File: config.mk
export PLATFORM = sky130hd
export DESIGN_NAME = id_ex_register
export DESIGN_NICKNAME = d
export VERILOG_FILES = /design/src/rtl/pipeline_pkg.sv /design/src/rtl/comparator_nbit.sv /design/src/rtl/id_ex_load_use_detector.sv /design/src/rtl/id_ex_register.sv
export SDC_FILE = /design/constraint.sdc
export NUM_CORES = 1
export LEC_CHECK = 0
export CAP_MARGIN = 20
export CORE_UTILIZATION = 47
export CTS_BUF_LIST = sky130_fd_sc_hd__clkbuf_8
export DETAILED_ROUTE_END_ITERATION = 8
export PLACE_DENSITY_LB_ADDON = 0.2
export SYNTH_ARGS = -nofsm -noshare
export SYNTH_HDL_FRONTEND = slang
export SYNTH_SLANG_ARGS = --single-unit
File: constraint.sdc
create_clock -name Clk -period 4.6 [get_ports Clk]
set_clock_uncertainty 0.15 [all_clocks]
set_input_delay 0.69 -clock Clk [delete_from_list [all_inputs] [get_ports Clk]]
set_output_delay 0.69 -clock Clk [all_outputs]
set_load 0.05 [all_outputs]
File: src/rtl/pipeline_pkg.sv
// pipeline_pkg
// Shared constants and types for the five-stage RISC-V pipeline registers.
//   XLEN       - datapath width (PC, operands, immediate)
//   ALUOP_W    - ALU control field width
//   REG_ADD_W  - register address width
//   X0_ADD     - address of the hard-wired zero register
//   ctrl_flags_t / CTRL_W - single-bit control bundle and full control width
//                (flags + AluOp), also carried by EX/MEM
package pipeline_pkg;

    localparam int XLEN      = 32;
    localparam int ALUOP_W   = 4;
    localparam int REG_ADD_W = 5;
    localparam logic [REG_ADD_W-1:0] X0_ADD = 5'b0;

    typedef struct packed {
        logic alu_src;
        logic reg_write;
        logic mem_read;
        logic mem_write;
        logic mem_to_reg;
        logic branch;
    } ctrl_flags_t;

    localparam int FLAGS_W = $bits(ctrl_flags_t);
    localparam int CTRL_W  = ALUOP_W + FLAGS_W;

endpackage

File: src/rtl/comparator_nbit.sv
// Comparator_Nbit
// N-bit equality comparator shared by the hazard and forwarding logic.
//   a_i, b_i - operands
//   eq_o     - 1 when a_i == b_i
module Comparator_Nbit #(
    parameter int N = 5
) (
    input  logic [N-1:0] a_i,
    input  logic [N-1:0] b_i,
    output logic         eq_o
);

    assign eq_o = (a_i == b_i);

endmodule

File: src/rtl/id_ex_load_use_detector.sv
// load_use_detector
// Combinational load-use hazard detection between the instruction in EX
// (registered ID/EX fields) and the instruction currently in ID.
//   ex_valid_i, ex_mem_read_i, ex_rd_add_i  - EX-stage load information
//   id_valid_i, id_uses_rs*_i, id_rs*_add_i - ID-stage source usage
//   haz_o                                   - ID needs the loaded value now
module load_use_detector
    import pipeline_pkg::*;
(
    input  logic                 ex_valid_i,
    input  logic                 ex_mem_read_i,
    input  logic [REG_ADD_W-1:0] ex_rd_add_i,
    input  logic                 id_valid_i,
    input  logic                 id_uses_rs1_i,
    input  logic                 id_uses_rs2_i,
    input  logic [REG_ADD_W-1:0] id_rs1_add_i,
    input  logic [REG_ADD_W-1:0] id_rs2_add_i,
    output logic                 haz_o
);

    logic rs1_eq, rs2_eq, rd_is_x0;

    Comparator_Nbit #(.N(REG_ADD_W)) u_cmp_rs1 (
        .a_i(id_rs1_add_i), .b_i(ex_rd_add_i), .eq_o(rs1_eq)
    );
    Comparator_Nbit #(.N(REG_ADD_W)) u_cmp_rs2 (
        .a_i(id_rs2_add_i), .b_i(ex_rd_add_i), .eq_o(rs2_eq)
    );
    // A load to x0 produces nothing to wait for.
    Comparator_Nbit #(.N(REG_ADD_W)) u_cmp_x0 (
        .a_i(ex_rd_add_i), .b_i(X0_ADD), .eq_o(rd_is_x0)
    );

    assign haz_o = ex_valid_i & ex_mem_read_i & ~rd_is_x0 & id_valid_i &
                   ((id_uses_rs1_i & rs1_eq) | (id_uses_rs2_i & rs2_eq));

endmodule

File: src/rtl/id_ex_register.sv
// id_ex_register
// ID/EX pipeline register with built-in load-use stall and bubble insertion.
//   Clk, Rst_n              - clock, async active-low reset
//   Flush, Hold, CntClr     - kill ID instr, global freeze, clear BubbleCnt
//   IfId*, RegData*, Imm,
//   AluOp + control bits    - decoded instruction from ID
//   IdEx*                   - registered instruction driving EX / forwarding
//   Stall                   - combinational hold request to PC and IF/ID
//   BubbleCnt               - saturating count of load-use bubbles
module id_ex_register #(
    parameter int XLEN    = pipeline_pkg::XLEN,
    parameter int ALUOP_W = pipeline_pkg::ALUOP_W,
    parameter int CNT_W   = 16
) (
    input  logic               Clk,
    input  logic               Rst_n,
    input  logic               Flush,
    input  logic               Hold,
    input  logic               CntClr,
    input  logic               IfIdValid,
    input  logic [XLEN-1:0]    IfIdPc,
    input  logic [4:0]         IfIdRs1Add,
    input  logic [4:0]         IfIdRs2Add,
    input  logic [4:0]         IfIdRdAdd,
    input  logic               IfIdUsesRs1,
    input  logic               IfIdUsesRs2,
    input  logic [XLEN-1:0]    RegData1,
    input  logic [XLEN-1:0]    RegData2,
    input  logic [XLEN-1:0]    Imm,
    input  logic [ALUOP_W-1:0] AluOp,
    input  logic               AluSrc,
    input  logic               RegWrite,
    input  logic               MemRead,
    input  logic               MemWrite,
    input  logic               MemToReg,
    input  logic               Branch,
    output logic               IdExValid,
    output logic [XLEN-1:0]    IdExPc,
    output logic [XLEN-1:0]    IdExData1,
    output logic [XLEN-1:0]    IdExData2,
    output logic [XLEN-1:0]    IdExImm,
    output logic [4:0]         IdExRs1Add,
    output logic [4:0]         IdExRs2Add,
    output logic [4:0]         IdExRdAdd,
    output logic [ALUOP_W-1:0] IdExAluOp,
    output logic               IdExAluSrc,
    output logic               IdExRegWrite,
    output logic               IdExMemRead,
    output logic               IdExMemWrite,
    output logic               IdExMemToReg,
    output logic               IdExBranch,
    output logic               Stall,
    output logic [CNT_W-1:0]   BubbleCnt
);
    import pipeline_pkg::*;

    logic                 valid_d, valid_q;
    logic [XLEN-1:0]      pc_d, pc_q, data1_d, data1_q, data2_d, data2_q, imm_d, imm_q;
    logic [REG_ADD_W-1:0] rs1_d, rs1_q, rs2_d, rs2_q, rd_d, rd_q;
    logic [ALUOP_W-1:0]   aluop_d, aluop_q;
    ctrl_flags_t          flags_in, flags_d, flags_q;
    logic [CNT_W-1:0]     cnt_d, cnt_q;
    logic                 haz, bubble, load;

    load_use_detector u_luse (
        .ex_valid_i   (valid_q),
        .ex_mem_read_i(flags_q.mem_read),
        .ex_rd_add_i  (rd_q),
        .id_valid_i   (IfIdValid),
        .id_uses_rs1_i(IfIdUsesRs1),
        .id_uses_rs2_i(IfIdUsesRs2),
        .id_rs1_add_i (IfIdRs1Add),
        .id_rs2_add_i (IfIdRs2Add),
        .haz_o        (haz)
    );

    assign flags_in = '{alu_src: AluSrc, reg_write: RegWrite, mem_read: MemRead,
                        mem_write: MemWrite, mem_to_reg: MemToReg, branch: Branch};

    // Flush outranks Hold; Hold outranks the hazard.
    assign bubble = Flush | (~Hold & haz);
    assign load   = ~Flush & ~Hold & ~haz;
    assign Stall  = haz & ~Flush & ~Hold;

    always_comb begin
        valid_d = valid_q;
        pc_d    = pc_q;
        data1_d = data1_q;
        data2_d = data2_q;
        imm_d   = imm_q;
        rs1_d   = rs1_q;
        rs2_d   = rs2_q;
        rd_d    = rd_q;
        aluop_d = aluop_q;
        flags_d = flags_q;
        if (bubble) begin
            // Pc/Data/Imm are left alone; addresses go to x0 so forwarding stays quiet.
            valid_d = 1'b0;
            rs1_d   = X0_ADD;
            rs2_d   = X0_ADD;
            rd_d    = X0_ADD;
            aluop_d = '0;
            flags_d = '0;
        end else if (load) begin
            valid_d = IfIdValid;
            pc_d    = IfIdPc;
            data1_d = RegData1;
            data2_d = RegData2;
            imm_d   = Imm;
            rs1_d   = IfIdRs1Add;
            rs2_d   = IfIdRs2Add;
            rd_d    = IfIdRdAdd;
            // An empty slot must never write anything downstream.
            aluop_d = IfIdValid ? AluOp : '0;
            flags_d = IfIdValid ? flags_in : '0;
        end
    end

    always_comb begin
        cnt_d = cnt_q;
        if (CntClr)
            cnt_d = '0;
        else if (Stall && cnt_q != '1)
            cnt_d = cnt_q + {{(CNT_W-1){1'b0}}, 1'b1};
    end

    always_ff @(posedge Clk or negedge Rst_n) begin
        if (!Rst_n) begin
            valid_q <= 1'b0;
            pc_q    <= '0;
            data1_q <= '0;
            data2_q <= '0;
            imm_q   <= '0;
            rs1_q   <= '0;
            rs2_q   <= '0;
            rd_q    <= '0;
            aluop_q <= '0;
            flags_q <= '0;
            cnt_q   <= '0;
        end else begin
            valid_q <= valid_d;
            pc_q    <= pc_d;
            data1_q <= data1_d;
            data2_q <= data2_d;
            imm_q   <= imm_d;
            rs1_q   <= rs1_d;
            rs2_q   <= rs2_d;
            rd_q    <= rd_d;
            aluop_q <= aluop_d;
            flags_q <= flags_d;
            cnt_q   <= cnt_d;
        end
    end

    assign IdExValid    = valid_q;
    assign IdExPc       = pc_q;
    assign IdExData1    = data1_q;
    assign IdExData2    = data2_q;
    assign IdExImm      = imm_q;
    assign IdExRs1Add   = rs1_q;
    assign IdExRs2Add   = rs2_q;
    assign IdExRdAdd    = rd_q;
    assign IdExAluOp    = aluop_q;
    assign IdExAluSrc   = flags_q.alu_src;
    assign IdExRegWrite = flags_q.reg_write;
    assign IdExMemRead  = flags_q.mem_read;
    assign IdExMemWrite = flags_q.mem_write;
    assign IdExMemToReg = flags_q.mem_to_reg;
    assign IdExBranch   = flags_q.branch;
    assign BubbleCnt    = cnt_q;

endmodule

== Word-level counts from Yosys, hierarchy flattened ==
Cells that the tools add are included.
Operators by class
  add/subtract/negate cells: 1
  eq/ne operators: 3
  bitwise operators: 18
  muxes and demuxes: 16
  reduce and logical (&&, ||, !) cells: 5
Operators by type and width (number)
  $mux 16: 2
  $mux 5: 6
  $mux 6: 3
  $add 16x1->16 const B: 1
  $ne 16x16->1 const B: 1
  $mux 4: 3
  $and 1x1->1: 11
  $eq 5x5->1: 2
  $logic_not 5->1: 1
  $not 1->1: 5
  $reduce_bool 2->1: 2
  $mux 1: 2
  $or 1x1->1: 2
  $reduce_and 2->1: 1
  $logic_and 1x1->1: 1
Word-level totals
  bits in registers: 170

== Depth between registers and ports, before layout ==
  word-level depth: 10
  depth in mapped cells: 8
  gate-level depth less buffers: 6

== Hierarchy ==
Synthesis repeated with hierarchy kept, for this count alone.
Unflattened totals
  cell total of the unflattened synthesis: 450
  area, all modules: 6762.7 sq um
Modules (own cells, without submodules)
  id_ex_register: area an instance 6562.5 sq um, seq. area each 4254.1 sq um, cells an instance 425, times used 1
  Comparator_Nbit: area an instance 58.8 sq um, seq. area each 0.0 sq um, cells an instance 7, times used 3
  load_use_detector: area an instance 23.8 sq um, seq. area each 0.0 sq um, cells an instance 4, times used 1

== Worst setup path before layout ==
Ideal clock, no wire load.
  kind: register to output
  start point: reg rd_q[3] (netlist: IdExRdAdd[3])
  end point: out Stall
  cell stages (with the launch flop): 7
  data required time: 3.760 ns
  data arrival time: 2.305 ns
  path buffers: 1
  path slack: 1.455 ns
  cell sequence: dfrtp_1 > xor2_1 > nor4_2 > a32oi_2 > buf_2 > nand2b_1 > nor2_1
Between the ends
  cells in the longest elaborated chain, start to end: 7
  elaborated cells on any way between the ends: 12
Ends and longest elaborated chain
  from (decl): RTL line id_ex_register.sv:59  | logic [REG_ADD_W-1:0] rs1_d, rs1_q, rs2_d, rs2_q, rd_d, rd_q;
  from (signal assigned): RTL line id_ex_register.sv:148  | rd_q <= rd_d;
  $logic_not 5->1: RTL line comparator_nbit.sv:13  | assign eq_o = (a_i == b_i);
  $not 1->1: RTL line id_ex_load_use_detector.sv:34  | assign haz_o = ex_valid_i & ex_mem_read_i & ~rd_is_x0 & id_valid_i &
  $and 1x1->1 (2 in series): RTL line id_ex_load_use_detector.sv:34
  $and 1x1->1 *: RTL line id_ex_load_use_detector.sv:34
  $and 1x1->1 * (2 in series): RTL line id_ex_register.sv:83  | assign Stall = haz & ~Flush & ~Hold;
  to (decl): RTL line id_ex_register.sv:52  | output logic Stall,
Mark *: on every way between the ends. The rest lies on a longest branch, timed or not.

== Final worst setup path ==
  start point: in IfIdRs1Add[3]
  end point: out Stall
Between the ends
  cells in the longest elaborated chain, start to end: 6
Ends and longest elaborated chain
  from (decl): RTL line id_ex_register.sv:22  | input logic [4:0] IfIdRs1Add,
  $eq 5x5->1: RTL line comparator_nbit.sv:13
  $and 1x1->1: RTL line id_ex_load_use_detector.sv:35  | ((id_uses_rs1_i & rs1_eq) | (id_uses_rs2_i & rs2_eq));
  $or 1x1->1: RTL line id_ex_load_use_detector.sv:35
  $and 1x1->1: RTL line id_ex_load_use_detector.sv:34
  $and 1x1->1 (2 in series): RTL line id_ex_register.sv:83
No other way between the ends.

==> results.py <==
metrics = {
    "placement": {
        "dp_cells": 1037,
        "portBuffers": 331,
        "dp_hpwl_um": 15400,
        "routabilityCongestion": 0.861,
    },
    "hold_path": {
        "hp-class": "in2async",
    },
    "routing": {
        "firstDrtPassIters": 4,
        "wl_per_cell_um": 19.6,
        "ant_nets": 0,
        "vias": 5516,
        "routed_wl_um": 20900,
        "first_iter_violations": 277,
        "drc": 0,
        "viasPerCell": 5.16,
    },
    "power": {
        "p_seq_share_pct": 40.0,
        "power_density_nw_per_um2": 392,
        "switching_share_pct": 34.7,
        "p_switching_w": 0.00154,
        "pwr-share-comb_pct": 34.5,
        "p_leak_nw": 4.81,
        "p_int_w": 0.00290,
        "vdd_drop_max_uv": 271,
        "pwr-share-clk_pct": 25.4,
    },
    "finish": {
        "fin_util_pct": 73.7,
        "syn_to_final_growth_pct": 51.2,
        "antenna_cells": 0,
        "layout_common_cells": "330 x clkdlybuf4s50_1, 170 x dfrtp_1, 100 x mux2_4",
        "drive_gt1_share_pct": 18.7,
        "stdcell_count": 1068,
        "fin_nets": 1007,
        "final_common_cell": "clkdlybuf4s50_1",
    },
    "synthesis": {
        "avgSynthCellArea_um2": 14.5,
        "synth_cells": 518,
        "synthesis.area_um2": 7490,
        "ys.flop_type": "dfrtp_1",
        "syn_nets": 680,
        "ys_seq_area_share_pct": 56.8,
        "synth_cell_type_count": 44,
        "async_reset_ff_share_pct": 100,
        "yosys.area.top_type_share_pct": 56.8,
        "synth_area_leaders": "dfrtp_1 57%, mux2_4 20%, mux2_1 3.0%, buf_8 2.0%, mux2_2 2.0%",
        "ys.warnings.count": 0,
        "synth_edf_count": 0,
        "synth_top_area_cell": "dfrtp_1",
        "synth-seq-cells": 170,
    },
    "floorplan": {
        "ios": 332,
        "core_um2": 15400,
        "initial_core_util_pct": 48.8,
        "die-area_um2": 16500,
        "die_w_um": 128,
        "die_h_um": 128,
        "rows": 45,
    },
    "worst_setup_path": {
        "path_depth": 7,
        "critPathLaunchType": "input pin",
        "reg2reg_depth": 5,
        "crit_buf_inv": 2,
        "critPathTopFamily": "buffers and inverters",
        "cp.arrival_ps": 2900,
        "crit_required_ps": 3760,
        "crit_fanout": 2,
        "path_class": "in2out",
        "crit_chain": "clkdlybuf4s50_1 -> xor2_1 -> nor4_2 -> a32oi_2 -> nand2b_1 -> nor2_1 -> clkdlybuf4s50_1",
        "critPathCaptureType": "output port",
        "max_stage_delay_ps": 810,
        "path_common_cell": "clkdlybuf4s50_1",
        "worst_path_max_delay_cell": "clkdlybuf4s50_1",
    },
    "timing": {
        "hold_violations": 0,
        "tightest_slew_ps": 872,
        "rsz0062_at_grt": "no",
        "setup_violations": 0,
        "setup_tns_ps": 0,
        "worst_slew_margin_rel_pct": 41.9,
        "period_share_pct": 81.2,
        "fmax_ghz": 0.268,
        "slew_viol_final": 0,
        "fin_crit_ps": 3740,
        "whs_ps": 176,
    },
    "clocking": {
        "cts_resized": 0,
        "holdBufCountCts": 0,
        "clock_latency_ps": 440,
        "clock_sinks": 170,
        "ctsHtreeMaxLevel": 4,
        "clock-root-buffer": "clkbuf_8",
        "post-cts-setup-buffers": 0,
        "clock_path_buffers": 2,
        "clkTransAtPathRegs_ps": 80,
        "cts_tree": "yes",
        "cts_made_buffers": 17,
    },
    "run": {
        "cap_viol_max_count": 0,
    },
    "grt": {
        "grt_max_degree": 96,
        "grt_pass1_vias": 5786,
        "grt_usage_pct": 25.8,
        "antenna_found_initial": 0,
        "grt_overflow": 0,
        "grt_pass1_wl_um": 32200,
    },
    "outcome": {
        "outcome": "finished clean",
    },
}
-- through the flow --
stage	setup slack (ps)	instance area, um^2	total power (W)
floorplan	1460	7490	0.00274
global placement	926	10900	0.00332
detailed placement	851	10900	0.00335
CTS	852	11300	0.00448
global route	754	11300	0.00462
finish	863	11300	0.00445
-- metal layers --
metal / track usage [%] / vias to the layer above / part of all wire [%]
met2: 45.3 / 225 / 52
met5: 0 / - / 0
met3: 8.26 / 34 / 7.7
met4: 9.13 / 0 / 2.7
li1: - / 2497 / -
met1: 29.5 / 2760 / 38
-- cell families (layout without fill, tap and decap cells) --
family / Yosys count / after routing / synth area share, %
fa+ha+maj: 1 / 1 / 0.167
compound gates: 57 / 57 / 5.28
simple gates: 103 / 103 / 7.38
flops: 170 / 170 / 56.8
buf+inv: 44 / 383 / 4.24
mux: 133 / 133 / 25.0
xor+xnor: 10 / 10 / 1.17
-- power by group through the flow --
stage	sequential, W	clock, W	combinational, W
final	0.00178	0.00113	0.00154
after global routing	0.00180	0.00122	0.00159
after CTS	0.00178	0.00116	0.00155
after detailed placement	0.00181	0	0.00154
after global placement	0.00179	0	0.00152
after floorplan	0.00243	0	0.000311
-- path summary, 6_finish.rpt --
kind	start	to	slack, ps
worst min register to register	IdExRs2Add[2]	IdExRs2Add[2]	330
min in group Clk	IdExRs2Add[2]	IdExRs2Add[2]	330
worst min-delay path	Rst_n	IdExRs1Add[1]	180
worst max register to register	IdExRdAdd[0]	IdExData1[27]	1370
worst max-delay path	IfIdRs1Add[3]	Stall	860
max in group asynchronous	Rst_n	IdExImm[1]	3180
-- synthesized netlist by cell type, types with 2 or more instances --
master,count
dfrtp_1,170
o41ai_1,10
nand4_1,7
a21oi_1,14
clkbuf_1,12
nor2b_1,6
nor4_1,2
xnor2_1,2
buf_6,4
mux2_4,100
and3_1,3
mux2_2,13
o211ai_1,4
buf_8,10
xor2_1,8
nand3_1,19
mux2_1,20
nor3_1,4
nand2_1,30
or3_1,2
or4_1,10
o31ai_1,9
buf_2,5
inv_1,12
o21ba_2,2
o21ai_0,13
nor2_1,10
-- final cells by class --
class	count	area (um^2)
clock inverters	10	143
repair buffers	340	3410
multi-input cells	304	2930
inverters	12	45.0
flip-flops and latches	170	4250
clock buffers	21	289
fillers	1042	4040
well taps	211	264
-- flip-flops by register name, summed over array words and instances (netlist names), 4 cells and up --
| signal | cells |
|---|---|
| IdExPc | 32 |
| BubbleCnt | 16 |
| IdExRdAdd | 5 |
| IdExRs1Add | 5 |
| IdExRs2Add | 5 |
| IdExImm | 32 |
| IdExData1 | 32 |
| IdExAluOp | 4 |
| IdExData2 | 32 |
Power figures use the tool's default switching activity.
